**src/rtl/alu_ctrl_pkg.sv**
```systemverilog
// Shared definitions for the alu_ctrl sequencer: opcodes, instruction layout,
// FSM encoding and default sizes.
package alu_ctrl_pkg;

  localparam int DATA_W_DEF  = 32;
  localparam int NREG_DEF    = 8;
  localparam int INSTR_W     = 16;
  localparam int REG_AW      = 3;

  // Instruction field positions (LSB of each field)
  localparam int OP_LSB      = 14;
  localparam int IMM_SEL_BIT = 13;
  localparam int RD_LSB      = 10;
  localparam int RS1_LSB     = 7;
  localparam int RS2_LSB     = 4;
  localparam int IMM_LSB     = 0;
  localparam int IMM_W       = 7;

  typedef enum logic [1:0] {
    ADD = 2'b00,
    SUB = 2'b01,
    SHL = 2'b10,
    SHR = 2'b11
  } alu_op_e;

  typedef enum logic [1:0] {
    S_IDLE = 2'b00,
    S_EXEC = 2'b01,
    S_WB   = 2'b10
  } state_e;

  typedef struct packed {
    alu_op_e           op;
    logic              imm_sel;
    logic [REG_AW-1:0] rd;
    logic [REG_AW-1:0] rs1;
    logic [REG_AW-1:0] rs2;
    logic [IMM_W-1:0]  imm;
  } instr_t;

  function automatic instr_t decode(input logic [INSTR_W-1:0] w);
    instr_t d;
    d.op      = alu_op_e'(w[OP_LSB +: 2]);
    d.imm_sel = w[IMM_SEL_BIT];
    d.rd      = w[RD_LSB +: REG_AW];
    d.rs1     = w[RS1_LSB +: REG_AW];
    d.rs2     = w[RS2_LSB +: REG_AW];
    d.imm     = w[IMM_LSB +: IMM_W];
    return d;
  endfunction

endpackage

```
**src/rtl/alu_ctrl_regfile.sv**
```systemverilog
// Register file: two operand read ports, one debug read port, one write port.
// Entry 0 always reads zero and is never written.
module alu_ctrl_regfile
  import alu_ctrl_pkg::*;
#(
  parameter int DATA_W = DATA_W_DEF,
  parameter int NREG   = NREG_DEF
) (
  input  logic              clk,
  input  logic              rst,
  input  logic [REG_AW-1:0] raddr_a,
  output logic [DATA_W-1:0] rdata_a,
  input  logic [REG_AW-1:0] raddr_b,
  output logic [DATA_W-1:0] rdata_b,
  input  logic [REG_AW-1:0] daddr,
  output logic [DATA_W-1:0] ddata,
  input  logic              we,
  input  logic [REG_AW-1:0] waddr,
  input  logic [DATA_W-1:0] wdata
);

  logic [DATA_W-1:0] mem [NREG];

  function automatic logic hit(input logic [REG_AW-1:0] a);
    return (a != '0) && (int'(a) < NREG);
  endfunction

  always_ff @(posedge clk) begin
    if (rst) begin
      for (int i = 0; i < NREG; i++) mem[i] <= '0;
    end else if (we && hit(waddr)) begin
      mem[waddr] <= wdata;
    end
  end

  assign rdata_a = hit(raddr_a) ? mem[raddr_a] : '0;
  assign rdata_b = hit(raddr_b) ? mem[raddr_b] : '0;
  assign ddata   = hit(daddr)   ? mem[daddr]   : '0;

endmodule

```
**src/rtl/alu_ctrl.sv**
```systemverilog
// Three-phase instruction sequencer (IDLE -> EXEC -> WB) driving an external
// combinational ALU and writing results back into a small register file.
module alu_ctrl
  import alu_ctrl_pkg::*;
#(
  parameter int DATA_W = DATA_W_DEF,
  parameter int NREG   = NREG_DEF
) (
  input  logic              clk,
  input  logic              rst,
  input  logic              instr_valid,
  output logic              instr_ready,
  input  logic [15:0]       instr,
  output logic [DATA_W-1:0] alu_a,
  output logic [DATA_W-1:0] alu_b,
  output logic [1:0]        alu_opcode,
  input  logic [DATA_W-1:0] alu_result,
  output logic              wb_valid,
  output logic [2:0]        wb_addr,
  output logic [DATA_W-1:0] wb_data,
  output logic              busy,
  input  logic [2:0]        dbg_addr,
  output logic [DATA_W-1:0] dbg_data
);

  state_e            state, nstate;
  logic [15:0]       instr_q;
  logic [DATA_W-1:0] res_q;
  instr_t            d;
  logic [DATA_W-1:0] rs1_val, rs2_val, opb;
  logic              accept;

  assign d      = decode(instr_q);
  assign accept = instr_valid && instr_ready;
  assign opb    = d.imm_sel ? {{(DATA_W-IMM_W){1'b0}}, d.imm} : rs2_val;

  always_ff @(posedge clk) begin
    if (rst) begin
      state   <= S_IDLE;
      instr_q <= '0;
      res_q   <= '0;
    end else begin
      state <= nstate;
      if (accept)           instr_q <= instr;
      if (state == S_EXEC)  res_q   <= alu_result;
    end
  end

  always_comb begin
    nstate      = state;
    instr_ready = 1'b0;
    busy        = 1'b1;
    alu_a       = '0;
    alu_b       = '0;
    alu_opcode  = '0;
    wb_valid    = 1'b0;
    wb_addr     = '0;
    wb_data     = '0;
    case (state)
      S_IDLE: begin
        instr_ready = 1'b1;
        busy        = 1'b0;
        if (instr_valid) nstate = S_EXEC;
      end
      S_EXEC: begin
        alu_a      = rs1_val;
        alu_b      = opb;
        alu_opcode = d.op;
        nstate     = S_WB;
      end
      S_WB: begin
        wb_valid = 1'b1;
        wb_addr  = d.rd;
        wb_data  = res_q;
        nstate   = S_IDLE;
      end
      // The spare encoding can only appear through an upset; recover to IDLE.
      default: nstate = S_IDLE;
    endcase
  end

  alu_ctrl_regfile #(
    .DATA_W (DATA_W),
    .NREG   (NREG)
  ) u_regfile (
    .clk     (clk),
    .rst     (rst),
    .raddr_a (d.rs1),
    .rdata_a (rs1_val),
    .raddr_b (d.rs2),
    .rdata_b (rs2_val),
    .daddr   (dbg_addr),
    .ddata   (dbg_data),
    .we      (wb_valid),
    .waddr   (d.rd),
    .wdata   (res_q)
  );

endmodule

```
**config.mk**
```make
export PLATFORM = sky130hd
export DESIGN_NAME = alu_ctrl
export DESIGN_NICKNAME = d
export VERILOG_FILES = /design/src/rtl/alu_ctrl_pkg.sv /design/src/rtl/alu_ctrl_regfile.sv /design/src/rtl/alu_ctrl.sv
export SDC_FILE = /design/constraint.sdc
export NUM_CORES = 1
export LEC_CHECK = 0
export BUFFER_PORTS_ARGS = -buffer_cell sky130_fd_sc_hd__buf_2
export CELL_PAD_IN_SITES_DETAIL_PLACEMENT = 1
export CELL_PAD_IN_SITES_GLOBAL_PLACEMENT = 2
export CORE_MARGIN = 2
export CORE_UTILIZATION = 41
export DETAILED_ROUTE_END_ITERATION = 8
export PLACE_DENSITY = 0.84
export SYNTH_ARGS = -nofsm -noshare
export SYNTH_HDL_FRONTEND = slang
export SYNTH_SLANG_ARGS = --single-unit
```
**constraint.sdc**
```tcl
create_clock -name clk -period 6.17 [get_ports clk]
set_clock_uncertainty 0.1 [all_clocks]
set_input_delay 0.617 -clock clk [delete_from_list [all_inputs] [get_ports clk]]
set_output_delay 0.617 -clock clk [all_outputs]
set_load 0.05 [all_outputs]
```
# ---- Word level (Yosys, flattened, before mapping)
# Memory sizes are Yosys's and may differ from the RTL's. A register that Yosys moved wholly into a read port is not among the register bits.
# Index checks and enable logic that the tools add are counted.
dict set report classes {
  n_reduce_logical 8
  eq_ne 3
  muxes 26
}
# op count
set op_table {}
lappend op_table {{$mux W32} 8}
lappend op_table {{$reduce_or A32 Y1} 1}
lappend op_table {{$mux W3} 6}
lappend op_table {{$reduce_bool A3 Y1} 4}
lappend op_table {{$mux W1} 9}
lappend op_table {{$mux W2} 2}
lappend op_table {{$pmux W2 S2} 1}
lappend op_table {{$eq A2 B1 Y1 const B} 1}
lappend op_table {{$eq A2 B2 Y1 const B} 1}
lappend op_table {{$logic_and A1 B1 Y1} 2}
lappend op_table {{$logic_not A2 Y1} 1}
lappend op_table {{$ne A2 B2 Y1 const B} 1}
dict set report word_totals {
  inputBits 54
  memories 1
  word_cells 41
  ff_bits 50
  output_inout_bits 136
  ram_bits 256
}
# memory depth word_bits rd rd_ports_with_merged_regs wr line
set mem_list {}
lappend mem_list {u_regfile.mem 8 32 3 2 8 alu_ctrl_regfile.sv:22} ;# logic [DATA_W-1:0] mem [NREG];

# ---- Depth between registers and ports, before layout
# Gate-level depths: netlist of the first run.
dict set report depth {
  depth_word 8
  mapped_depth 7
  mapped_depth_nobuf 3
}

# ---- Cells and area by module
# Synthesis of the first run repeated with hierarchy kept, for this count alone.
dict set report hier_totals {
  cells_unflattened 1401
  area_unflattened_um2 16341.9
}
# module instances area_per_inst_um2 cells_per_inst seq_area_each_um2
set by_module_without_submodules {}
lappend by_module_without_submodules {alu_ctrl_regfile 1 13842.0 1081 6726.5}
lappend by_module_without_submodules {alu_ctrl 1 2499.9 320 1001.0}

# ---- Worst setup path after synthesis of the first run
# OpenSTA, ideal clock, no wires.
dict set report synth_path {
  path_type {input-to-output}
  from {in dbg_addr[0]}
  to {out dbg_data[30]}
  setup_slack_ps 2967
  n_path_buf 2
  required_ps 5453
  arrival_ps 2486
  cell_stages 5
  cell_sequence {buf_2 > buf_2 > mux2_2 > a22oi_1 > o21ai_0}
}
dict set report synth_between {
  elab_chain_cells 2
  word_cells_on_any_way 3
  cone_classes {mux (1); reduce/logical (1); memory (1)}
}
# element line
set synth_rtl {}
lappend synth_rtl {{start: declaration} alu_ctrl.sv:22} ;# input logic [2:0] dbg_addr,
lappend synth_rtl {{$mem_v2 Z8 W32 / $reduce_bool A3 Y1 (equally long branches)} n/a}
lappend synth_rtl {{$mux W32 (*)} alu_ctrl_regfile.sv:38} ;# assign ddata = hit(daddr) ? mem[daddr] : '0;
lappend synth_rtl {{end: declaration} alu_ctrl.sv:23} ;# output logic [DATA_W-1:0] dbg_data
# Every way passes the cells marked *; elsewhere a longest branch is shown, timed or not.

# ---- Worst setup path after layout of the first run
dict set report layout_path {
  from {reg state[0]}
  to {out alu_b[0]}
}
dict set report layout_between {
  elab_chain_cells 2
}
# element line
set layout_rtl {}
lappend layout_rtl {{start: declaration} alu_ctrl.sv:26} ;# state_e state, nstate;
lappend layout_rtl {{start signal: assignment} alu_ctrl.sv:43} ;# state <= nstate;
lappend layout_rtl {{$eq A2 B1 Y1} alu_ctrl.sv:59} ;# case (state)
lappend layout_rtl {{$mux W32} alu_ctrl.sv:59}
lappend layout_rtl {{end: declaration} alu_ctrl.sv:15} ;# output logic [DATA_W-1:0] alu_b,
# No other way between the ends.

==> impl_metrics.py, run 1 <==
metrics = {
    "setup_path": {
        "required_ns": 5.45,
        "reg2reg_setup_slack_ns": 2.97,
        "worst_setup_path_end_kind": "output pin",
        "crit_end": "alu_b[0]",
        "reg2regPathDepth": 3,
        "crit_fanout": 34,
        "worstSetupPathType": "reg2out",
        "timing.rr.start": "state[0]",
        "reg2reg_to": "u_regfile.mem[7][15]",
        "crit_start": "state[0]",
        "worstPathArrival_ns": 3.56,
        "critPathLaunchType": "register",
    },
    "finish": {
        "nets": 1513,
        "drive_above_1_share": 0.336,
        "area_delta_synth_final_pct": 15.5,
        "antenna_cells": 0,
    },
    "yosys": {
        "synthAdderAreaFrac": 0,
        "ys_warn_count": 0,
        "ys.flop_type": "edfxtp_1",
        "syn_avg_cell_area_sq_um": 13.3,
        "synth_top_area_share": 0.446,
        "yosys-top-cells-area": "edfxtp_1 (45%), mux4_2 (19%), and2_1 (9.5%), dfxtp_1 (6.5%), mux2i_1 (4.2%)",
        "muxShareOfSynthArea": 0.272,
        "synth_xor_area_frac": 0,
        "synthCells": 1296,
        "synth_enable_flop_cells": 256,
        "synth_top_family_by_area": "multiplexers",
        "synth_area_sq_mm": 0.0172,
        "ys_types": 33,
        "synth_compound_area_frac": 0.0425,
        "ys_seq_area_frac": 0.511,
        "async_reset_ff_frac": 0,
        "ys_seq_elements": 312,
        "synthSimpleGateAreaFrac": 0.146,
        "synth_area_leader_cell": "edfxtp_1",
    },
    "power_and_ir_drop": {
        "ir_drop_mv": 0.214,
        "pwr-share-seq": 0.466,
        "power_density_mw_per_mm2": 268,
        "power.switching_uw": 1430,
        "p_comb_frac": 0.134,
        "p_int_uw": 3920,
        "total_power_uw": 5340,
        "p_leak_uw": 0.00738,
        "p_clk_frac": 0.400,
        "p_sw_frac": 0.267,
    },
    "routing": {
        "postRouteAntennaNets": 0,
        "post_drt_wl_per_cell_um": 27.2,
        "wl_mm": 55.2,
        "vias": 11947,
        "dr.pass1.iters": 5,
        "viasPerCell": 5.90,
        "drtIter0Drc": 1082,
        "drc": 0,
    },
    "global_route": {
        "antenna_found_initial": 1,
        "grt_pass1_vias": 12868,
        "grt_usage": 0.252,
        "grt_start_max_net_pins": 65,
        "grt_pass1_wl_mm": 81.6,
        "gr-total-overflow": 0,
    },
    "placed_design": {
        "io_buffers": 189,
        "gp_congestion": 0.771,
        "hpwl_mm": 32.2,
    },
    "timing": {
        "setup_tns_ns": 0,
        "rsz0062_at_grt": "no",
        "clock.fmax_mhz": 234,
        "hold_violations": 0,
        "finalSetupViolCount": 0,
        "post-route-min-period_ns": 4.28,
        "relSlewSlack": 0.158,
        "period_share": 0.694,
        "maxSlewViolCount": 0,
        "max_slew.worst_pin.slew_ns": 1.26,
    },
    "clocking": {
        "clock_tree.root_cell": "clkbuf_16",
        "clockBufferDepth": 3,
        "ctsHoldBuffers": 0,
        "cts_sinks": 312,
        "clock_latency_ns": 0.53,
        "cts_setup_buffers": 0,
        "cts.clk_slew.worst_paths_ns": 0.06,
        "cts-htree-levels": 2,
        "ctsResizeCount": 0,
        "tritoncts": "yes",
        "cts_buffers": 36,
    },
    "die": {
        "row_count": 75,
        "die_h_um": 209,
        "dieArea_sq_mm": 0.0437,
        "initial_core_util": 0.413,
        "ios": 190,
        "coreArea_sq_mm": 0.0418,
        "die_x_um": 209,
    },
    "job": {
        "drv_cap": 0,
    },
    "status": {
        "outcome": "finished clean",
    },
    "worst_hold_path": {
        "hp-class": "in2reg",
    },
}
logic make-up (layout without fill, tap and decap cells):
kind of cell | after synthesis | after routing
AO/OA/AOI/OAI | 118 | 118
buffers and inverters | 115 | 275
AND/OR/NAND/NOR | 471 | 471
flip-flops | 312 | 312
multiplexers | 279 | 279
other | 1 | 32
power by group through the flow:
stage / Clock [uW] / Sequential [uW] / Combinational [uW]
2_1_floorplan: 0 / 2450 / 556
3_3_place_gp: 0 / 2520 / 711
3_5_place_dp: 0 / 2530 / 717
4_1_cts: 2160 / 2490 / 721
5_1_grt: 2240 / 2500 / 757
6_report: 2140 / 2490 / 716
synth_stat cells (3+ instances only):
cell type and number:
buf_6 3, clkbuf_1 75, and2_1 261, o31ai_2 5, nand2b_1 4, nor2b_1 4, o31ai_1 3, buf_1 6
nand2_1 104, a22oi_1 32, mux2i_1 73, mux4_2 146, o22ai_1 14, or2_2 8, mux2_2 60, edfxtp_1 256
o21ai_0 32, a21oi_1 32, nor3_1 4, nor2_1 77, dfxtp_1 56, buf_2 30
critical path, stage by stage, from the launching register on:
cell      delay, ns
dfxtp_1        0.65
nand2b_4       0.44
or3_2          1.03
o31ai_1        0.54
buf_2          0.35
metrics by stage:
step | cell area [sq um] | util | setup WS [ns] | cells | hold slack [ns]
floorplan | 17400 | - | 2.97 | 1327 | 0.352
global placement | 18700 | 0.449 | 2.39 | 1960 | 0.369
detailed placement | 18700 | 0.449 | 2.38 | 1960 | 0.392
CTS | 19900 | 0.477 | 1.87 | 2026 | 0.212
global route | 19900 | 0.477 | 1.74 | 2026 | 0.223
finish | 19900 | 0.477 | 1.89 | 2026 | 0.222
layer usage:
metal	global-route usage	vias to the layer above	wire [um]	share of wire
met1	0.339	6320	23600	0.43
met4	0.0663	0	1080	0.020
met2	0.430	424	27500	0.50
met3	0.0368	68	2980	0.054
met5	0	-	0	0
li1	-	5135	-	-
cell usage in the layout (no fill, tap or decap), drive strengths merged, types with 5 or more instances in the layout:
master,instances
a21oi,32
a22oi,32
and2,261
buf,208
clkbuf,57
conb,32
dfxtp,56
edfxtp,256
mux2,60
mux2i,73
mux4,146
nand2,104
nand2b,5
nor2,77
o21ai,32
o22ai,14
o31ai,8
or2,8
how the worst min path moves through the flow:
stage / from / cells past startpoint / slack [ns] / to
finish: alu_result[24] / 3 / 0.22 / res_q[24]
global route: alu_result[4] / 3 / 0.22 / res_q[4]
CTS: alu_result[25] / 3 / 0.21 / res_q[25]
detailed placement: instr_q[14] / 2 / 0.39 / instr_q[14]
global placement: instr_q[15] / 2 / 0.37 / instr_q[15]
floorplan: instr_q[14] / 2 / 0.35 / instr_q[14]
flip-flops by register name, summed over array words and instances (netlist names), named ones only:
register and count:
instr_q 16, res_q 32, state 2, u_regfile.mem 256
cell type report:
type,instances,area [sq um]
clock inverters,9,85.1
flip-flops and latches,312,8830
fillers,4274,21800
inverters,1,3.75
well taps,539,674
multi-input cells,900,8150
repair buffers,208,1090
clock buffers,57,1090
Note: power is estimated with default switching activity, not from simulation.
==> run 2: changes to the inputs <==
--- a/config.mk
+++ b/config.mk
@@ -5,13 +5,14 @@
 export SDC_FILE = /design/constraint.sdc
 export NUM_CORES = 1
 export LEC_CHECK = 0
+export ABC_AREA = 1
 export BUFFER_PORTS_ARGS = -buffer_cell sky130_fd_sc_hd__buf_2
 export CELL_PAD_IN_SITES_DETAIL_PLACEMENT = 1
 export CELL_PAD_IN_SITES_GLOBAL_PLACEMENT = 2
 export CORE_MARGIN = 2
-export CORE_UTILIZATION = 41
+export CORE_UTILIZATION = 35
 export DETAILED_ROUTE_END_ITERATION = 8
-export PLACE_DENSITY = 0.84
+export PLACE_DENSITY = 0.85
 export SYNTH_ARGS = -nofsm -noshare
 export SYNTH_HDL_FRONTEND = slang
 export SYNTH_SLANG_ARGS = --single-unit
==> constraint.sdc (replaced) <==
create_clock -name clk -period 4.03 [get_ports clk]
set_clock_uncertainty 0.1 [all_clocks]
set_input_delay 0.403 -clock clk [delete_from_list [all_inputs] [get_ports clk]]
set_output_delay 0.403 -clock clk [all_outputs]
set_load 0.05 [all_outputs]
==> run 2 against run 1 <==
Against the previous run: count of clock-buffer cells in the layout shrank 4; critical path type unchanged; largest cell class unchanged; non-clock buffer count grew 41; design area grew 3.8%; power grew 64%; first-iteration DRC count grew 41%; critical path depth grew 3.
==> impl_metrics.py, run 2 <==
metrics = {
    "routing": {
        "dr.pass1.iters": 6,
        "wl_mm": 77.5,
        "post_drt_wl_per_cell_um": 24.3,
        "drc": 0,
        "postRouteAntennaNets": 0,
        "vias": 18192,
        "drtIter0Drc": 1529,
        "viasPerCell": 5.71,
    },
    "power_and_ir_drop": {
        "p_clk_frac": 0.379,
        "total_power_uw": 8790,
        "ir_drop_mv": 0.239,
        "p_int_uw": 5970,
        "power.switching_uw": 2820,
        "pwr-share-seq": 0.427,
        "p_comb_frac": 0.194,
        "power_density_mw_per_mm2": 425,
        "p_leak_uw": 0.00791,
        "p_sw_frac": 0.320,
    },
    "clocking": {
        "clock_tree.root_cell": "clkbuf_16",
        "ctsResizeCount": 0,
        "cts.clk_slew.worst_paths_ns": 0.06,
        "cts-htree-levels": 2,
        "clock_latency_ns": 0.56,
        "tritoncts": "yes",
        "cts_sinks": 312,
        "cts_setup_buffers": 0,
        "cts_buffers": 38,
        "ctsHoldBuffers": 3,
        "clockBufferDepth": 3,
    },
    "finish": {
        "nets": 2534,
        "drive_above_1_share": 0.123,
        "final_cell_mix": "nor2_1 (520), o21ai_0 (407), nand2_1 (276), edfxtp_1 (256), a21oi_1 (240)",
        "area_delta_synth_final_pct": 15.1,
        "biggestRegsByFlops": "u_regfile.mem (256), res_q (32), instr_q (16)",
        "final_common_cell": "nor2_1",
        "largest_reg_flops": 256,
        "regMostFlops": "u_regfile.mem",
        "antenna_cells": 0,
    },
    "die": {
        "coreArea_sq_mm": 0.0510,
        "ios": 190,
        "row_count": 83,
        "dieArea_sq_mm": 0.0532,
        "initial_core_util": 0.352,
        "die_h_um": 231,
        "die_x_um": 231,
    },
    "setup_path": {
        "timing.rr.start": "instr_q[10]",
        "critPathLaunchType": "register",
        "worstPathArrival_ns": 3.07,
        "path_cells": "inv_2 -> buf_4 -> nor2_1 -> o21ai_0 -> a21oi_1 -> nor2_1 -> buf_2",
        "reg2reg_setup_slack_ns": 1.39,
        "crit_buf_inv": 3,
        "cpMaxStageDelayCell": "inv_2",
        "crit_end": "alu_b[20]",
        "worstSetupPathType": "reg2out",
        "cp.depth": 7,
        "slowest_delay_ns": 0.60,
        "crit_fanout": 33,
        "reg2regPathDepth": 5,
        "cpMostUsedCell": "nor2_1",
        "worst_setup_path_end_kind": "output pin",
        "reg2reg_to": "u_regfile.mem[1][28]",
        "path_delay_family": "buffers and inverters",
        "required_ns": 3.53,
    },
    "yosys": {
        "ys_warn_count": 0,
        "synth_common_cells": "nor2_1 (521), o21ai_0 (407), nand2_1 (276)",
        "synth.most_common_cell": "nor2_1",
        "synth_area_sq_mm": 0.0180,
        "ys.flop_type": "edfxtp_1",
        "synth_enable_flop_cells": 256,
        "synth_area_leader_cell": "edfxtp_1",
        "synth_top_area_share": 0.428,
        "synthCells": 2357,
        "ys_seq_elements": 312,
        "async_reset_ff_frac": 0,
        "yosys-top-cells-area": "edfxtp_1 (43%), o21ai_0 (11%), nor2_1 (11%), a21oi_1 (6.7%), dfxtp_1 (6.2%)",
        "ys_types": 25,
        "syn_avg_cell_area_sq_um": 7.62,
        "ys_seq_area_frac": 0.490,
    },
    "timing": {
        "post-route-min-period_ns": 3.58,
        "period_share": 0.887,
        "maxSlewViolCount": 0,
        "relSlewSlack": 0.154,
        "rsz0062_at_grt": "no",
        "hold_violations": 0,
        "clock.fmax_mhz": 280,
        "max_slew.worst_pin.slew_ns": 1.27,
        "layout_setup_ws_ns": 0.454,
        "setup_tns_ns": 0,
        "finalSetupViolCount": 0,
    },
    "placed_design": {
        "io_buffers": 189,
        "gp_congestion": 0.838,
        "hpwl_mm": 47.4,
        "post-place-ws_ns": 1.04,
    },
    "job": {
        "drv_cap": 0,
    },
    "global_route": {
        "gr-total-overflow": 0,
        "grt_pass1_wl_mm": 115,
        "grt_usage": 0.288,
        "grt_pass1_vias": 18332,
        "antenna_found_initial": 2,
        "grt_start_max_net_pins": 103,
    },
    "worst_hold_path": {
        "hp-class": "in2reg",
    },
    "status": {
        "outcome": "finished clean",
    },
}
run 2: logic make-up after synthesis:
logic type,Yosys count,share of synthesized area
flip-flops,312,0.490
other,1,0.000209
AND/OR/NAND/NOR,923,0.203
buffers and inverters,373,0.0872
AO/OA/AOI/OAI,748,0.220
run 2: worst min path at each step:
| stage | end | from | cells after the start | slack, ns |
|---|---|---|---|---|
| global placement | instr_q[14] | instr_q[14] | 2 | 0.34 |
| finish | instr_q[13] | instr[13] | 3 | 0.02 |
| detailed placement | instr_q[15] | instr_q[15] | 2 | 0.35 |
| CTS | instr_q[10] | instr[10] | 3 | 0.007 |
| global route | res_q[21] | alu_result[21] | 3 | 0.04 |
| floorplan | instr_q[14] | instr_q[14] | 2 | 0.33 |
run 2: area by class of cell:
class                           count  area (sq um)
Clock buffer                       53          1080
Clock inverter                     14          90.1
Fill cell                        6276         30300
Inverter                          176           661
Multi-Input combinational cell   1703          7710
Sequential cell                   312          8820
Tap cell                          680           851
Timing Repair Buffer              249          1470
run 2: per-layer routing:
layer / global-route usage / vias up / part of all wire / wire, um
met5: 0 / - / 0.00032 / 25
met4: 0.113 / 4 / 0.037 / 2850
met3: 0.0414 / 164 / 0.073 / 5680
met2: 0.469 / 789 / 0.46 / 35500
met1: 0.388 / 9047 / 0.43 / 33400
li1: - / 8188 / - / -
run 2: metrics by stage:
step / hold WS [ns] / std cells / area (sq um) / util
floorplan: 0.329 / 2388 / 18100 / -
global placement: 0.341 / 3117 / 19500 / 0.382
detailed placement: 0.351 / 3117 / 19500 / 0.382
CTS: 0.00672 / 3187 / 20700 / 0.406
global route: 0.0377 / 3187 / 20700 / 0.406
finish: 0.0226 / 3187 / 20700 / 0.406
run 2: power by group through the flow:
| stage | sequential (uW) | clock (uW) | combinational (uW) |
|---|---|---|---|
| floorplan | 3760 | 0 | 1150 |
| global placement | 3810 | 0 | 1650 |
| detailed placement | 3810 | 0 | 1680 |
| CTS | 3750 | 3370 | 1690 |
| global route | 3770 | 3490 | 1850 |
| finish | 3750 | 3330 | 1710 |
run 2: worst min-delay path: stages:
cell and delay, ns:
buf_2 0.07, o21ai_0 0.08, nor2_1 0.09
==> run 3: changes to the inputs <==
--- a/config.mk
+++ b/config.mk
@@ -7,12 +7,12 @@
 export LEC_CHECK = 0
 export ABC_AREA = 1
 export BUFFER_PORTS_ARGS = -buffer_cell sky130_fd_sc_hd__buf_2
-export CELL_PAD_IN_SITES_DETAIL_PLACEMENT = 1
-export CELL_PAD_IN_SITES_GLOBAL_PLACEMENT = 2
+export CELL_PAD_IN_SITES_DETAIL_PLACEMENT = 0
+export CELL_PAD_IN_SITES_GLOBAL_PLACEMENT = 1
 export CORE_MARGIN = 2
-export CORE_UTILIZATION = 35
+export CORE_UTILIZATION = 41
 export DETAILED_ROUTE_END_ITERATION = 8
-export PLACE_DENSITY = 0.85
+export PLACE_DENSITY = 0.8
 export SYNTH_ARGS = -nofsm -noshare
 export SYNTH_HDL_FRONTEND = slang
 export SYNTH_SLANG_ARGS = --single-unit
==> run 3 against run 2 <==
Against the previous run: non-clock buffer count fell by 7; highest routed layer is now met4; count of clock-buffer cells in the layout down 3; cell count is 3.1% lower; largest cell class unchanged.
==> impl_metrics.py, run 3 (synthesis gave the netlist of run 2 again) <==
metrics = {
    "finish": {
        "stdcell_area_sq_mm": 0.0206,
        "final_common_cell": "nor2_1",
        "area_delta_synth_final_pct": 14.9,
        "drive_above_1_share": 0.124,
        "fill_cells": 4288,
        "fin_util": 0.478,
        "multi_input_area_sq_mm": 0.00771,
        "nets": 2527,
        "final_cell_mix": "nor2_1 (520), o21ai_0 (407), nand2_1 (276), edfxtp_1 (256), a21oi_1 (240)",
        "largest_reg_flops": 256,
        "regMostFlops": "u_regfile.mem",
        "biggestRegsByFlops": "u_regfile.mem (256), res_q (32), instr_q (16)",
        "ff_latch_area_sq_mm": 0.00882,
    },
    "setup_path": {
        "timing.rr.start": "state[1]",
        "critPathLaunchType": "register",
        "cpMaxStageDelayCell": "dfxtp_4",
        "required_ns": 3.53,
        "worstSetupPathType": "reg2out",
        "path_cells": "buf_12 -> o21ai_0 -> o21ai_0 -> a21oi_1 -> nor2_1 -> buf_2",
        "worst_setup_path_end_kind": "output pin",
        "reg2reg_setup_slack_ns": 1.21,
        "worstPathArrival_ns": 2.95,
        "slowest_delay_ns": 0.88,
        "crit_fanout": 91,
        "cpMostUsedCell": "o21ai_0",
        "reg2reg_to": "u_regfile.mem[5][29]",
        "reg2regPathDepth": 5,
    },
    "timing": {
        "rsz0062_at_grt": "no",
        "whs_ns": 0.00848,
        "period_share": 0.857,
        "post-route-min-period_ns": 3.45,
        "setup_tns_ns": 0,
        "layout_setup_ws_ns": 0.576,
        "clock.fmax_mhz": 289,
        "max_slew.worst_pin.slew_ns": 1.05,
        "relSlewSlack": 0.298,
        "maxSlewViolCount": 0,
        "hold_violations": 0,
        "finalSetupViolCount": 0,
    },
    "clocking": {
        "clock_latency_ns": 0.55,
        "cts-htree-levels": 2,
        "ctsResizeCount": 0,
        "tritoncts": "yes",
        "cts.clk_slew.worst_paths_ns": 0.06,
        "cts_buffers": 38,
        "ctsHoldBuffers": 0,
        "cts_setup_buffers": 0,
        "clockBufferDepth": 3,
        "clock_tree.root_cell": "clkbuf_16",
        "cts_sinks": 312,
    },
    "power_and_ir_drop": {
        "p_leak_uw": 0.00794,
        "p_comb_frac": 0.185,
        "pwr-share-seq": 0.426,
        "p_int_uw": 6090,
        "p_sw_frac": 0.310,
        "power.switching_uw": 2730,
        "power_density_mw_per_mm2": 428,
        "ir_drop_mv": 0.275,
        "p_clk_frac": 0.388,
    },
    "worst_hold_path": {
        "holdPathStages": 2,
        "hp-start": "rst",
        "hp-class": "in2reg",
        "min_to": "state[1]",
    },
    "routing": {
        "drc": 0,
        "drtIter0Drc": 2072,
        "wl_mm": 67.8,
        "viasPerCell": 5.71,
        "vias": 17619,
        "postRouteAntennaNets": 0,
        "post_drt_wl_per_cell_um": 22.0,
        "dr.pass1.iters": 5,
    },
    "global_route": {
        "gr-total-overflow": 0,
        "grt_usage": 0.295,
        "grt_pass1_wl_mm": 100,
        "grt_pass1_vias": 16577,
        "antenna_found_initial": 1,
        "grt_start_max_net_pins": 211,
    },
    "placed_design": {
        "gp_congestion": 0.840,
        "io_buffers": 189,
        "place_area_sq_mm": 0.0194,
        "post-place-ws_ns": 1.10,
        "hpwl_mm": 40.4,
    },
    "die": {
        "coreArea_sq_mm": 0.0432,
        "initial_core_util": 0.416,
        "ios": 190,
        "dieArea_sq_mm": 0.0455,
        "row_count": 76,
        "die_x_um": 213,
        "die_h_um": 213,
    },
    "job": {
        "drv_cap": 0,
    },
    "status": {
        "outcome": "finished clean",
    },
}
run 3: cell types whose count changed in the layout (fill, tap and decap cells not counted), sizes merged:
cell / before / now
buf: 246 / 242
bufinv: 1 / 3
dlygate4sd3: 3 / 0
diode: 0 / 1
clkbuf: 53 / 50
clkinvlp: 2 / 0
inv: 144 / 148
run 3: worst max-delay path by stage:
stage	startpoint	to	slack, ns	cells after the start
finish	register	alu_b[19]	0.58	6
CTS	register	alu_b[6]	0.61	8
global placement	dbg_addr[0]	dbg_data[18]	1.12	8
detailed placement	dbg_addr[0]	dbg_data[18]	1.10	8
floorplan	state[1]	u_regfile.mem[2][0]	1.08	5
global route	register	alu_b[19]	0.39	6
run 3: per-layer routing:
layer,track usage,share of wire
met5,0,0
met4,0.124,0.035
met3,0.0520,0.11
met2,0.455,0.45
met1,0.411,0.41
run 3: layout make-up:
type                    instances  share of cell area
flip-flops and latches        312               0.427
inverters                     176              0.0320
well taps                     585              0.0355
clock buffers                  50              0.0513
repair buffers                242              0.0719
diodes                          1            0.000121
multi-input cells            1703               0.374
clock inverters                18             0.00836
run 3: per-stage QoR:
step	power [uW]	std cells
CTS	8830	3086
global route	9130	3087
detailed placement	5430	3018
floorplan	4910	2388
global placement	5410	3018
finish	8830	3087
run 3: power groups by stage:
| stage | registers [uW] | logic [uW] | clock network [uW] |
|---|---|---|---|
| global placement | 3820 | 1590 | 0 |
| CTS | 3760 | 1610 | 3460 |
| floorplan | 3760 | 1150 | 0 |
| finish | 3760 | 1640 | 3430 |
| detailed placement | 3830 | 1610 | 0 |
| global route | 3780 | 1770 | 3580 |
run 3: critical path: cells and delay by family (launching register included):
family | cells | cell delay [ns]
flip-flops | 1 | 0.88
AO/OA/AOI/OAI | 3 | 0.34
AND/OR/NAND/NOR | 1 | 0.38
buffers and inverters | 2 | 0.78
